===== config.mk =====
export PLATFORM = sky130hd
export DESIGN_NAME = gpio_bank
export DESIGN_NICKNAME = d
export VERILOG_FILES = /design/src/rtl/gpio_bank.sv
export SDC_FILE = /design/constraint.sdc
export NUM_CORES = 1
export LEC_CHECK = 0
export ABC_AREA = 1
export CAP_MARGIN = 30
export CORE_MARGIN = 2
export CORE_UTILIZATION = 44
export CTS_BUF_LIST = sky130_fd_sc_hd__clkbuf_16
export CTS_CLUSTER_DIAMETER = 60
export DETAILED_ROUTE_END_ITERATION = 10
export PLACE_DENSITY_LB_ADDON = 0.1
export SYNTH_ARGS = -nofsm -noshare
export SYNTH_HDL_FRONTEND = slang
export SYNTH_SLANG_ARGS = --single-unit
export TNS_END_PERCENT = 50

===== constraint.sdc =====
create_clock -name clk -period 1.4 [get_ports clk]
set_input_delay 0.28 -clock clk [delete_from_list [all_inputs] [get_ports clk]]
set_output_delay 0.28 -clock clk [all_outputs]
set_load 0.05 [all_outputs]

===== src/rtl/gpio_bank.sv =====
// Memory-mapped GPIO bank: per-pin direction, synchronised inputs, atomic set/clear/toggle
// and edge-capture interrupts. Define GPIO_DEBOUNCE_EN to add a per-pin input debouncer.
module gpio_bank #(
    parameter logic [31:0] ADDR_BASE       = 32'h0000_0100,
    parameter int          N_PINS          = 8,
    parameter int          SYNC_STAGES     = 2,
    parameter int          DEBOUNCE_CYCLES = 16
) (
    input  logic              clk,
    input  logic              rst_n,
    input  logic              en,
    input  logic              wen,
    input  logic [31:0]       addr,
    input  logic [31:0]       data_i,
    output logic [31:0]       data_o,
    input  logic [N_PINS-1:0] in,
    output logic [N_PINS-1:0] out,
    output logic [N_PINS-1:0] oe,
    output logic              irq
);

    localparam logic [3:0] IDX_IN   = 4'h0;
    localparam logic [3:0] IDX_OUT  = 4'h1;
    localparam logic [3:0] IDX_DIR  = 4'h2;
    localparam logic [3:0] IDX_SET  = 4'h3;
    localparam logic [3:0] IDX_CLR  = 4'h4;
    localparam logic [3:0] IDX_TGL  = 4'h5;
    localparam logic [3:0] IDX_RISE = 4'h6;
    localparam logic [3:0] IDX_FALL = 4'h7;
    localparam logic [3:0] IDX_IEN  = 4'h8;
    localparam logic [3:0] IDX_ST   = 4'h9;

    logic              hit;
    logic [3:0]        idx;
    logic              wr;
    logic [N_PINS-1:0] wdata;
    logic [N_PINS-1:0] sync;
    logic [N_PINS-1:0] level;
    logic [N_PINS-1:0] cap;
    logic [N_PINS-1:0] rd;
    logic              unused_bits;

    logic [N_PINS-1:0] sync_q [SYNC_STAGES];
    logic [N_PINS-1:0] sync_d [SYNC_STAGES];
    logic [N_PINS-1:0] out_q, out_d, dir_q, dir_d, rise_q, rise_d, fall_q, fall_d;
    logic [N_PINS-1:0] ien_q, ien_d, st_q, st_d, prev_q, prev_d;

    assign hit         = (addr[31:6] == ADDR_BASE[31:6]);
    assign idx         = addr[5:2];
    assign wr          = en && wen && hit;
    assign wdata       = data_i[N_PINS-1:0];
    assign unused_bits = ^{addr[1:0], data_i};

    always_comb begin
        sync_d[0] = in;
        for (int i = 1; i < SYNC_STAGES; i++) begin
            sync_d[i] = sync_q[i-1];
        end
    end

    assign sync = sync_q[SYNC_STAGES-1];

`ifdef GPIO_DEBOUNCE_EN
    localparam logic [15:0] CNT_LAST = 16'(DEBOUNCE_CYCLES - 1);

    logic [15:0]       cnt_q [N_PINS];
    logic [15:0]       cnt_d [N_PINS];
    logic [N_PINS-1:0] filt_q, filt_d;

    // Counter tracks consecutive cycles sync disagrees with the filtered value.
    always_comb begin
        filt_d = filt_q;
        for (int i = 0; i < N_PINS; i++) begin
            cnt_d[i] = '0;
            if (sync[i] != filt_q[i]) begin
                if (cnt_q[i] == CNT_LAST) begin
                    filt_d[i] = sync[i];
                end else begin
                    cnt_d[i] = cnt_q[i] + 16'd1;
                end
            end
        end
    end

    always_ff @(posedge clk or negedge rst_n) begin
        if (!rst_n) begin
            filt_q <= '0;
            for (int i = 0; i < N_PINS; i++) cnt_q[i] <= '0;
        end else begin
            filt_q <= filt_d;
            for (int i = 0; i < N_PINS; i++) cnt_q[i] <= cnt_d[i];
        end
    end

    assign level = filt_q;
`else
    assign level = sync;
`endif

    // Capture uses the enables as they stood before this edge, so RISE/FALL writes
    // only affect edges detected from the next cycle on; a new edge beats a W1C.
    always_comb begin
        out_d  = out_q;
        dir_d  = dir_q;
        rise_d = rise_q;
        fall_d = fall_q;
        ien_d  = ien_q;
        prev_d = level;
        cap    = (level & ~prev_q & rise_q) | (~level & prev_q & fall_q);
        st_d   = st_q | cap;
        if (wr) begin
            case (idx)
                IDX_OUT:  out_d  = wdata;
                IDX_DIR:  dir_d  = wdata;
                IDX_SET:  out_d  = out_q | wdata;
                IDX_CLR:  out_d  = out_q & ~wdata;
                IDX_TGL:  out_d  = out_q ^ wdata;
                IDX_RISE: rise_d = wdata;
                IDX_FALL: fall_d = wdata;
                IDX_IEN:  ien_d  = wdata;
                IDX_ST:   st_d   = (st_q & ~wdata) | cap;
                default:  ;
            endcase
        end
    end

    always_ff @(posedge clk or negedge rst_n) begin
        if (!rst_n) begin
            for (int i = 0; i < SYNC_STAGES; i++) sync_q[i] <= '0;
            out_q  <= '0;
            dir_q  <= '0;
            rise_q <= '0;
            fall_q <= '0;
            ien_q  <= '0;
            st_q   <= '0;
            prev_q <= '0;
        end else begin
            for (int i = 0; i < SYNC_STAGES; i++) sync_q[i] <= sync_d[i];
            out_q  <= out_d;
            dir_q  <= dir_d;
            rise_q <= rise_d;
            fall_q <= fall_d;
            ien_q  <= ien_d;
            st_q   <= st_d;
            prev_q <= prev_d;
        end
    end

    always_comb begin
        rd = '0;
        if (en && hit) begin
            case (idx)
                IDX_IN:   rd = level;
                IDX_OUT:  rd = out_q;
                IDX_DIR:  rd = dir_q;
                IDX_RISE: rd = rise_q;
                IDX_FALL: rd = fall_q;
                IDX_IEN:  rd = ien_q;
                IDX_ST:   rd = st_q;
                default:  rd = '0;
            endcase
        end
    end

    always_comb begin
        data_o             = '0;
        data_o[N_PINS-1:0] = rd;
    end

    assign out = out_q;
    assign oe  = dir_q;
    assign irq = |(st_q & ien_q);

endmodule

==> key figures, run 1 <==
Run status
  • Outcome: finished with violations
  • Violated checks: setup timing

Layout
  • Final core occ: 73.0%
  • Ratio of cells with drive above 1 in the final layout: 36.4%
  • Area Overhead vs Synth: 62.4%
  • Nets: 890
  • Most frequent cells in the layout: nand2_1 (179), buf_4 (106), dfrtp_1 (70)
  • Filler cells: 714
  • Commonest non-fill, non-tap cell in the layout: nand2_1
  • Area of the multi-input gates: 2520 sq um
  • Register area: 1800 sq um
  • N_diodes: 0

Critical path
  • CP Launch Type: input port
  • Critical path capture point type: primary output
  • CP Class: in -> out
  • Critical Path AT: 1570 ps
  • Worst Path Max Fanout: 6
  • Critical Path RT: 1120 ps

Placement
  • Dpl ws: -872 ps
  • IO buf count: 74
  • GP Congestion: 0.892
  • Dpl hpwl: 10300 microns

Global routing
  • GRT Total Usage: 28.1%
  • Gr busiest metal: met2
  • Global-route wire length before repair: 24000 microns
  • Initial antenna violation count: 0
  • Grt met1 use: 35.2%
  • Met2 Use GR: 47.4%
  • Largest net degree at the start of global routing: 31
  • Grt met3 use: 4.41%
  • Gr ovfl total: 0
  • Vias in the first global route: 4869

Timing
  • Worst Clk Skew: 6.42 ps
  • RSZ-0062 raised after global routing: true
  • Fin. max-slew vios: 0
  • Final worst path period share: 132%
  • Post-route setup slack: -450 ps
  • Final setup violation count: 28
  • Hold Vio Cnt, Final: 0
  • Fmax: 541 MHz
  • Worst slew pin tran: 551 ps
  • Tmin final: 1850 ps
  • Slew HR: 62.9%

Die
  • Number of cell rows: 36
  • Chip Width: 104 microns
  • Die ar.: 10800 sq um
  • Initial Utilization: 44.9%
  • IO Count: 125
  • Core area: 9730 sq um
  • Die H: 104 microns

Power
  • Leak: 3.56 nW
  • Peak supply drop: 0.654 mV
  • Power per cell area: 740 nW/um^2

Routing
  • Routed WL per cell: 16.3 microns
  • Initial DRC count: 342
  • DRC: 0
  • Vias per Instance: 5.31
  • DRT Pass-1 Iters: 7
  • ANT nets after route: 0
  • Routed wire length: 15300 microns
  • Via count: 4970

Yosys
  • Cells after synthesis: 598
  • Seq/Total Area, Yosys: 41.2%
  • Register bit count reported by yosys: 72
  • Synth Area per Inst: 7.31 sq um
  • Synth cell types: 28
  • Mapped Area: 4370 sq um
  • Synth warnings: 0

CTS
  • Clock net sink count: 72
  • Worst-skew pair later-pin latency: 340 ps
  • Worst-path clk slew: 70 ps
  • Clock Tree Root: clkbuf_16
  • Clock buffer count from CTS: 9
  • CTS H-tree lvls: 3
  • CTS tree: yes
  • Clock Tree Buf Depth: 2

Hold path
  • HP Class: reg -> reg

Flow run
  • Maxcap violations: 0
synth_stat cells:
cell type	count	area, sq um
a21oi_1	1	5.00
a221oi_1	2	17.5
and2_1	1	6.26
and3_1	1	6.26
buf_1	1	3.75
buf_2	6	30.0
buf_4	28	210
buf_6	2	22.5
clkbuf_1	4	15.0
clkbuf_2	1	5.00
conb_1	1	3.75
dfrtp_1	72	1800
ha_1	16	200
inv_1	52	195
inv_2	3	11.3
nand2_1	203	762
nand2_2	1	6.26
nand3_1	42	210
nand3_4	1	17.5
nand3b_1	3	22.5
nand4_1	50	313
nor2_1	60	225
nor2_2	3	18.8
nor2_4	1	11.3
nor3_1	1	5.00
nor3_4	2	32.5
o211ai_1	6	45.0
o21ai_0	34	170
cell type report:
type                            count  share of cell area, %
Timing Repair Buffer              208                   29.4
Multi-Input combinational cell    452                   35.5
Tap cell                          133                   2.34
Inverter                           55                   3.19
Sequential cell                    72                   25.4
Clock buffer                        9                   3.17
Clock inverter                      7                  0.916
registers in the layout, summed over array words and instances, names as in the netlist:
signal / count
fall_q: 8
ien_q: 8
level: 8
oe: 8
out: 8
prev_q: 8
rise_q: 8
st_q: 8
sync_d: 8
per-layer routing:
metal  share of wire, %  vias up
met1                 40     2348
met4                3.6        0
met2                 50      263
li1                   -     2308
met5                  0        -
met3                7.0       51
timing repair:
action                                  CTS  global route
hold endpoints to repair                 20             0
pin swaps                                44            26
hold buffers                              1             0
endpoints found under the setup margin   57            50
gates cloned                              2             0
resized for setup                       177            63
setup buffers                            42             6
per-stage QoR:
| stage | instance area [sq um] | hold slack [ps] | TNS, ps | total power, mW | cells |
|---|---|---|---|---|---|
| after floorplan | 4580 | -15.6 | -2360 | 2.54 | 621 |
| after global placement | 6220 | 199 | -40820 | 2.89 | 878 |
| after detailed placement | 6220 | 198 | -41680 | 2.90 | 878 |
| after CTS | 6910 | 349 | -6920 | 5.21 | 938 |
| after global routing | 7100 | 356 | -9690 | 5.42 | 936 |
| final | 7100 | 349 | -6580 | 5.25 | 936 |
worst max-delay path: stages:
cell     delay, ps
buf_6           90
nor2_4         120
nand2_1         70
nor2_1         140
nand2_2        100
nor2_4         170
nand3_4        120
buf_12         180
nor2_4         140
buf_12         140
cell families after synthesis:
kind of cell / count (synthesis) / share of synthesized area [%]
AOI/OAI and AO/OA: 43 / 5.44
adders and majority gates: 16 / 4.58
buffers and inverters: 97 / 11.3
and+or+nand+nor: 369 / 37.4
DFF: 72 / 41.2
other: 1 / 0.0858
power breakdown:
group          internal (mW)  switching (mW)  total [mW]
registers               2.12          0.0211        2.14
logic                  0.353           0.506       0.859
clock network           1.23            1.02        2.26
total                   3.70            1.55        5.25
path summary, 6_finish.rpt:
| path | end | slack (ps) | start | cells after the start |
|---|---|---|---|---|
| setup / recovery | data_o[3] | -450 | addr[22] | 10 |
| hold / removal | level[7]$_DFF_PN0_ | 350 | sync_d[7]$_DFF_PN0_ | 0 |
| setup reg to reg | st_q[1]$_DFF_PN0_ | 40 | level[1]$_DFF_PN0_ | 7 |
| hold reg to reg | level[7]$_DFF_PN0_ | 350 | sync_d[7]$_DFF_PN0_ | 0 |
| max in group asynchronous | st_q[5]$_DFF_PN0_ | 530 | rst_n | 3 |
| min in group asynchronous | out[7]$_DFFE_PN0P_ | 390 | rst_n | 2 |
No activity file was read; power rests on OpenSTA's default activity.
==> run 2, diff against run 1 <==
--- a/config.mk
+++ b/config.mk
@@ -7,12 +7,12 @@
 export LEC_CHECK = 0
 export ABC_AREA = 1
 export CAP_MARGIN = 30
-export CORE_MARGIN = 2
 export CORE_UTILIZATION = 44
 export CTS_BUF_LIST = sky130_fd_sc_hd__clkbuf_16
 export CTS_CLUSTER_DIAMETER = 60
 export DETAILED_ROUTE_END_ITERATION = 10
 export PLACE_DENSITY_LB_ADDON = 0.1
+export SLEW_MARGIN = 10
 export SYNTH_ARGS = -nofsm -noshare
 export SYNTH_HDL_FRONTEND = slang
 export SYNTH_SLANG_ARGS = --single-unit
==> key figures, run 2 (synthesis gave the netlist of run 1 again) <==
Routing
  • ANT nets after route: 0 (unchanged)
  • Initial DRC count: 407 (was 342)
  • Routed wire length: 15300 microns (about the same)
  • DRC: 0 (unchanged)
  • Vias per Instance: 5.23 (was 5.31)
  • Routed WL per cell: 16.1 microns (was 16.3 microns)
  • DRT Pass-1 Iters: 7 (unchanged)
  • Via count: 4970 (unchanged)

Die
  • Initial Utilization: 45.2% (was 44.9%)
  • Core area: 9680 sq um (was 9730 sq um)
  • IO Count: 125 (unchanged)
  • Die ar.: 10300 sq um (was 10800 sq um)
  • Chip Width: 102 microns (was 104 microns)
  • Number of cell rows: 36 (unchanged)
  • Die H: 102 microns (was 104 microns)

Placement
  • GP Congestion: 0.906 (was 0.892)
  • IO buf count: 74 (unchanged)
  • Dpl hpwl: 10300 microns (about the same)
  • Placed Cells: 883 (was 878)

Power
  • Part of the power in combinational logic: 16.8% (was 16.3%)
  • Power Total: 5.32 mW (was 5.25 mW)
  • Clock share of power: 43.1% (was 43.0%)
  • Net Sw Frac: 29.5% (about the same)
  • Switch Pwr: 1.57 mW (was 1.55 mW)
  • Leak: 3.64 nW (was 3.56 nW)
  • Power per cell area: 734 nW/um^2 (was 740 nW/um^2)
  • Sequential fraction of design power: 40.1% (was 40.7%)
  • Peak supply drop: 0.891 mV (was 0.654 mV)
  • Internal cell power: 3.75 mW (was 3.70 mW)

Critical path
  • Critical Path AT: 1510 ps (was 1570 ps)
  • CP Class: in -> out (unchanged)
  • CP Launch Type: input port (unchanged)
  • Critical Path RT: 1120 ps (about the same)
  • Critical path capture point type: primary output (unchanged)
  • Worst Path Max Fanout: 8 (was 6)

CTS
  • Clock Tree Root: clkbuf_16 (unchanged)
  • Clock Tree Buf Depth: 2 (unchanged)
  • Clock buffer count from CTS: 9 (unchanged)
  • Worst-skew pair later-pin latency: 340 ps (about the same)
  • Clock net sink count: 72 (unchanged)
  • CTS tree: yes (unchanged)
  • CTS H-tree lvls: 3 (unchanged)
  • Worst-path clk slew: 70 ps (about the same)

Global routing
  • Initial antenna violation count: 0 (unchanged)
  • GRT Total Usage: 30.4% (was 28.1%)
  • Gr ovfl total: 0 (unchanged)
  • Global-route wire length before repair: 23900 microns (was 24000 microns)
  • Largest net degree at the start of global routing: 29 (was 31)
  • Vias in the first global route: 4755 (was 4869)

Timing
  • RSZ-0062 raised after global routing: true (unchanged)
  • Fin. max-slew vios: 0 (unchanged)
  • Final setup violation count: 38 (was 28)
  • Slew HR: 67.1% (was 62.9%)
  • Post-route setup slack: -394 ps (was -450 ps)
  • Worst Clk Skew: 5.16 ps (was 6.42 ps)
  • Final worst path period share: 128% (was 132%)
  • Setup TNS: -8400 ps (was -6580 ps)
  • Worst slew pin tran: 488 ps (was 551 ps)
  • Fmax: 557 MHz (was 541 MHz)
  • WHS: 351 ps (was 349 ps)
  • Hold Vio Cnt, Final: 0 (unchanged)
  • Tmin final: 1790 ps (was 1850 ps)

Layout
  • Commonest non-fill, non-tap cell in the layout: nand2_1 (unchanged)
  • N_diodes: 0 (unchanged)
  • Nets: 905 (was 890)
  • Area Overhead vs Synth: 65.8% (was 62.4%)
  • Most frequent cells in the layout: nand2_1 (179), buf_4 (128), dfrtp_1 (71) (was nand2_1 (179), buf_4 (106), dfrtp_1 (70))
  • Ratio of cells with drive above 1 in the final layout: 38.6% (was 36.4%)
  • Layout Cells excl Fill: 951 (was 936)

Run status
  • Violated checks: setup timing (unchanged)
  • Outcome: finished with violations (unchanged)

Hold path
  • HP Class: reg -> reg (unchanged)

Flow run
  • Maxcap violations: 0 (unchanged)
## run 2: worst paths after layout
| check | startpoint | end | slack (ps) | cells past startpoint |
|---|---|---|---|---|
| hold / removal | sync_d[5]$_DFF_PN0_ | level[5]$_DFF_PN0_ | 350 | 0 |
| min in group asynchronous | rst_n | level[6]$_DFF_PN0_ | 420 | 2 |
| setup reg to reg | level[3]$_DFF_PN0_ | st_q[3]$_DFF_PN0_ | -10 | 7 |
| setup / recovery | addr[27] | data_o[1] | -390 | 10 |
| max in group asynchronous | rst_n | fall_q[2]$_DFFE_PN0P_ | 500 | 3 |
| hold reg to reg | sync_d[5]$_DFF_PN0_ | level[5]$_DFF_PN0_ | 350 | 0 |
## run 2: area by class of cell
class                           instances  area, sq um
Inverter                               55          219
Timing Repair Buffer                  223         2210
Tap cell                              133          166
Multi-Input combinational cell        452         2560
Clock buffer                            9          225
Clock inverter                          7         68.8
Sequential cell                        72         1800
Fill cell                             681         2430
## run 2: critical path, stage by stage
cell	delay [ps]
buf_6	90
nor2_4	120
nand2_2	90
nor2_4	120
nand2_2	70
nor2_4	170
nand3_4	100
buf_12	170
a21oi_4	140
buf_12	150
## run 2: metrics by stage
stage,setup WS [ps],cell area (sq um),util [%]
final,-394,7250,74.9
after global placement,-923,6250,64.6
after detailed placement,-889,6250,64.6
after global routing,-482,7250,74.9
after floorplan,-300,4580,-
after CTS,-396,6870,70.9
## run 2: power groups by stage
stage	combinational [mW]	sequential [mW]	clock, mW
6_report	0.893	2.14	2.29
5_1_grt	0.959	2.14	2.40
3_5_place_dp	0.737	2.17	0
2_1_floorplan	0.374	2.17	0
3_3_place_gp	0.727	2.17	0
4_1_cts	0.817	2.13	2.33
## run 2: per-layer routing
metal	wire, microns	track usage, %	part of all wire (%)
met1	6170	40.4	40
met2	7460	50.1	49
met3	1100	4.49	7.2
met4	544	11.6	3.6
met5	0	0	0
## run 2: timing repair
action,4_1_cts,5_1_grt
gates resized for setup,157,89
pin swaps,39,34
setup endpoints to repair,57,57
setup buffers,39,13
hold endpoints to repair,21,0
hold buffers,1,0
==> run 3, diff against run 2 <==
--- a/config.mk
+++ b/config.mk
@@ -12,6 +12,7 @@
 export CTS_CLUSTER_DIAMETER = 60
 export DETAILED_ROUTE_END_ITERATION = 10
 export PLACE_DENSITY_LB_ADDON = 0.1
+export REMOVE_ABC_BUFFERS = 1
 export SLEW_MARGIN = 10
 export SYNTH_ARGS = -nofsm -noshare
 export SYNTH_HDL_FRONTEND = slang
==> key figures, run 3 (synthesis gave the netlist of run 1 again) <==
Die
  • Die ar.: 10300 sq um (unchanged)
  • Initial Utilization: 45.2% (unchanged)
  • Die H: 102 microns (unchanged)
  • Chip Width: 102 microns (unchanged)
  • Number of cell rows: 36 (unchanged)
  • Core area: 9680 sq um (unchanged)
  • IO Count: 125 (unchanged)

Critical path
  • Worst reg2reg endpoint: st_q[6]$_DFF_PN0_ (was st_q[3]$_DFF_PN0_)
  • Slowest library cell on the worst path: buf_12 (was nor2_4)
  • Critical Path AT: 1560 ps (was 1510 ps)
  • CP Launch Type: input port (unchanged)
  • Worst Path Max Fanout: 8 (unchanged)
  • Critical path's top delay family: simple AND/OR/NAND/NOR gates (unchanged)
  • FF-to-FF setup slack: 20 ps (was -10 ps)
  • CP Class: in -> out (unchanged)
  • Worst R2R Start: level[6]$_DFF_PN0_ (was level[3]$_DFF_PN0_)
  • Critical path capture point type: primary output (unchanged)
  • Worst r2r path cells: 6 (was 7)
  • Crit path largest cell delay: 170 ps (about the same)
  • Critical Path RT: 1120 ps (about the same)
  • Crit path cell chain: buf_2, nor2_2, nand2_1, nor2_2, nand2_2, nor2_4, nand3_2, buf_12, a21oi_2, buf_4, buf_12 (was buf_6, nor2_4, nand2_2, nor2_4, nand2_2, nor2_4, nand3_4, buf_12, a21oi_4, buf_12)
  • Crit path buffers/inverters: 4 (was 3)
  • Crit path from: addr[21] (was addr[27])

Layout
  • Nets: 905 (unchanged)
  • Layout Cells excl Fill: 951 (unchanged)
  • Area Overhead vs Synth: 65.9% (was 65.8%)
  • Register area: 1810 sq um (was 1800 sq um)
  • Most frequent cells in the layout: nand2_1 (173), buf_4 (118), dfrtp_1 (68) (was nand2_1 (179), buf_4 (128), dfrtp_1 (71))
  • Commonest non-fill, non-tap cell in the layout: nand2_1 (unchanged)
  • N_diodes: 0 (unchanged)
  • Final core occ: 74.9% (about the same)
  • Design Area, Final: 7250 sq um (about the same)
  • Filler cells: 695 (was 681)
  • Ratio of cells with drive above 1 in the final layout: 38.6% (unchanged)
  • Area of the multi-input gates: 2480 sq um (was 2560 sq um)

Timing
  • WHS: 349 ps (was 351 ps)
  • Setup TNS: -5140 ps (was -8400 ps)
  • Fmax: 542 MHz (was 557 MHz)
  • Slew HR: 60.9% (was 67.1%)
  • Fin. max-slew vios: 0 (unchanged)
  • Worst slew pin tran: 581 ps (was 488 ps)
  • Tmin final: 1840 ps (was 1790 ps)
  • RSZ-0062 raised after global routing: true (unchanged)
  • Final setup violation count: 25 (was 38)
  • Hold Vio Cnt, Final: 0 (unchanged)
  • Post-route setup slack: -444 ps (was -394 ps)
  • Final worst path period share: 132% (was 128%)
  • Worst Clk Skew: 5.95 ps (was 5.16 ps)

Global routing
  • Vias in the first global route: 4787 (was 4755)
  • Initial antenna violation count: 0 (unchanged)
  • GRT Total Usage: 31.0% (was 30.4%)
  • Largest net degree at the start of global routing: 28 (was 29)
  • Global-route wire length before repair: 24000 microns (was 23900 microns)
  • Gr ovfl total: 0 (unchanged)

Hold path
  • HP Class: reg -> reg (unchanged)
  • Hold Crit Start: sync_d[4]$_DFF_PN0_ (was sync_d[5]$_DFF_PN0_)
  • Worst Hold Depth: 0 (unchanged)
  • Hold Path End: level[4]$_DFF_PN0_ (was level[5]$_DFF_PN0_)

Run status
  • Violated checks: setup timing (unchanged)
  • Outcome: finished with violations (unchanged)

CTS
  • Worst-path clk slew: 60 ps (was 70 ps)
  • Clock Tree Root: clkbuf_16 (unchanged)
  • Worst-skew pair later-pin latency: 330 ps (was 340 ps)
  • CTS H-tree lvls: 3 (unchanged)
  • Clock buffer count from CTS: 9 (unchanged)
  • CTS tree: yes (unchanged)
  • Clock Tree Buf Depth: 2 (unchanged)
  • Clock net sink count: 72 (unchanged)

Routing
  • DRC: 0 (unchanged)
  • Vias per Instance: 5.24 (was 5.23)
  • Initial DRC count: 346 (was 407)
  • Via count: 4982 (was 4970)
  • DRT Pass-1 Iters: 5 (was 7)
  • Routed WL per cell: 16.6 microns (was 16.1 microns)
  • Routed wire length: 15800 microns (was 15300 microns)
  • ANT nets after route: 0 (unchanged)

Placement
  • Placed Cells: 888 (was 883)
  • Placed instance area: 6140 sq um (was 6250 sq um)
  • Dpl hpwl: 10300 microns (about the same)
  • IO buf count: 74 (unchanged)
  • GP Congestion: 0.896 (was 0.906)

Flow run
  • Maxcap violations: 0 (unchanged)

Power
  • Leak: 3.70 nW (was 3.64 nW)
  • Power per cell area: 766 nW/um^2 (was 734 nW/um^2)
  • Peak supply drop: 0.839 mV (was 0.891 mV)
-- run 3: worst max-delay path by stage --
| stage | endpoint | cells after the start |
|---|---|---|
| after floorplan | data_o[1] | 7 |
| after global placement | data_o[0] | 11 |
| after detailed placement | data_o[1] | 10 |
| after CTS | data_o[1] | 12 |
| after global routing | data_o[1] | 11 |
| final | data_o[1] | 11 |
-- run 3: per-stage QoR --
step	power [mW]	setup WS, ps
after global routing	5.72	-525
after floorplan	2.46	-1110
after global placement	2.87	-896
after CTS	5.49	-423
final	5.56	-444
after detailed placement	2.88	-926
-- run 3: cell type report --
class                      count  share of cell area [%]
inverter                      55                    3.05
multi-input combinational    452                    34.2
timing repair buffer         223                    31.2
sequential                    72                    24.9
clock inverter                 7                    1.29
clock buffer                   9                    3.11
tap                          133                    2.29
-- run 3: per-layer routing --
metal | wire [microns] | global-route usage [%]
met2 | 7630 | 51.0
met5 | 0 | 0
met1 | 6320 | 40.3
met4 | 439 | 12.5
met3 | 1390 | 5.66
-- run 3: power by group --
| part | switching [mW] | internal (mW) | total (mW) |
|---|---|---|---|
| combinational | 0.514 | 0.387 | 0.901 |
| clock | 0.955 | 1.56 | 2.52 |
| sequential | 0.0210 | 2.12 | 2.14 |
| total | 1.49 | 4.07 | 5.56 |
-- run 3: what timing repair did --
action,4_1_cts,5_1_grt
resized for setup,164,120
hold buffers,1,0
pin swaps,41,50
endpoints found under the setup margin,58,57
setup buffers,49,26
hold endpoints to repair,23,0
gates cloned,1,1
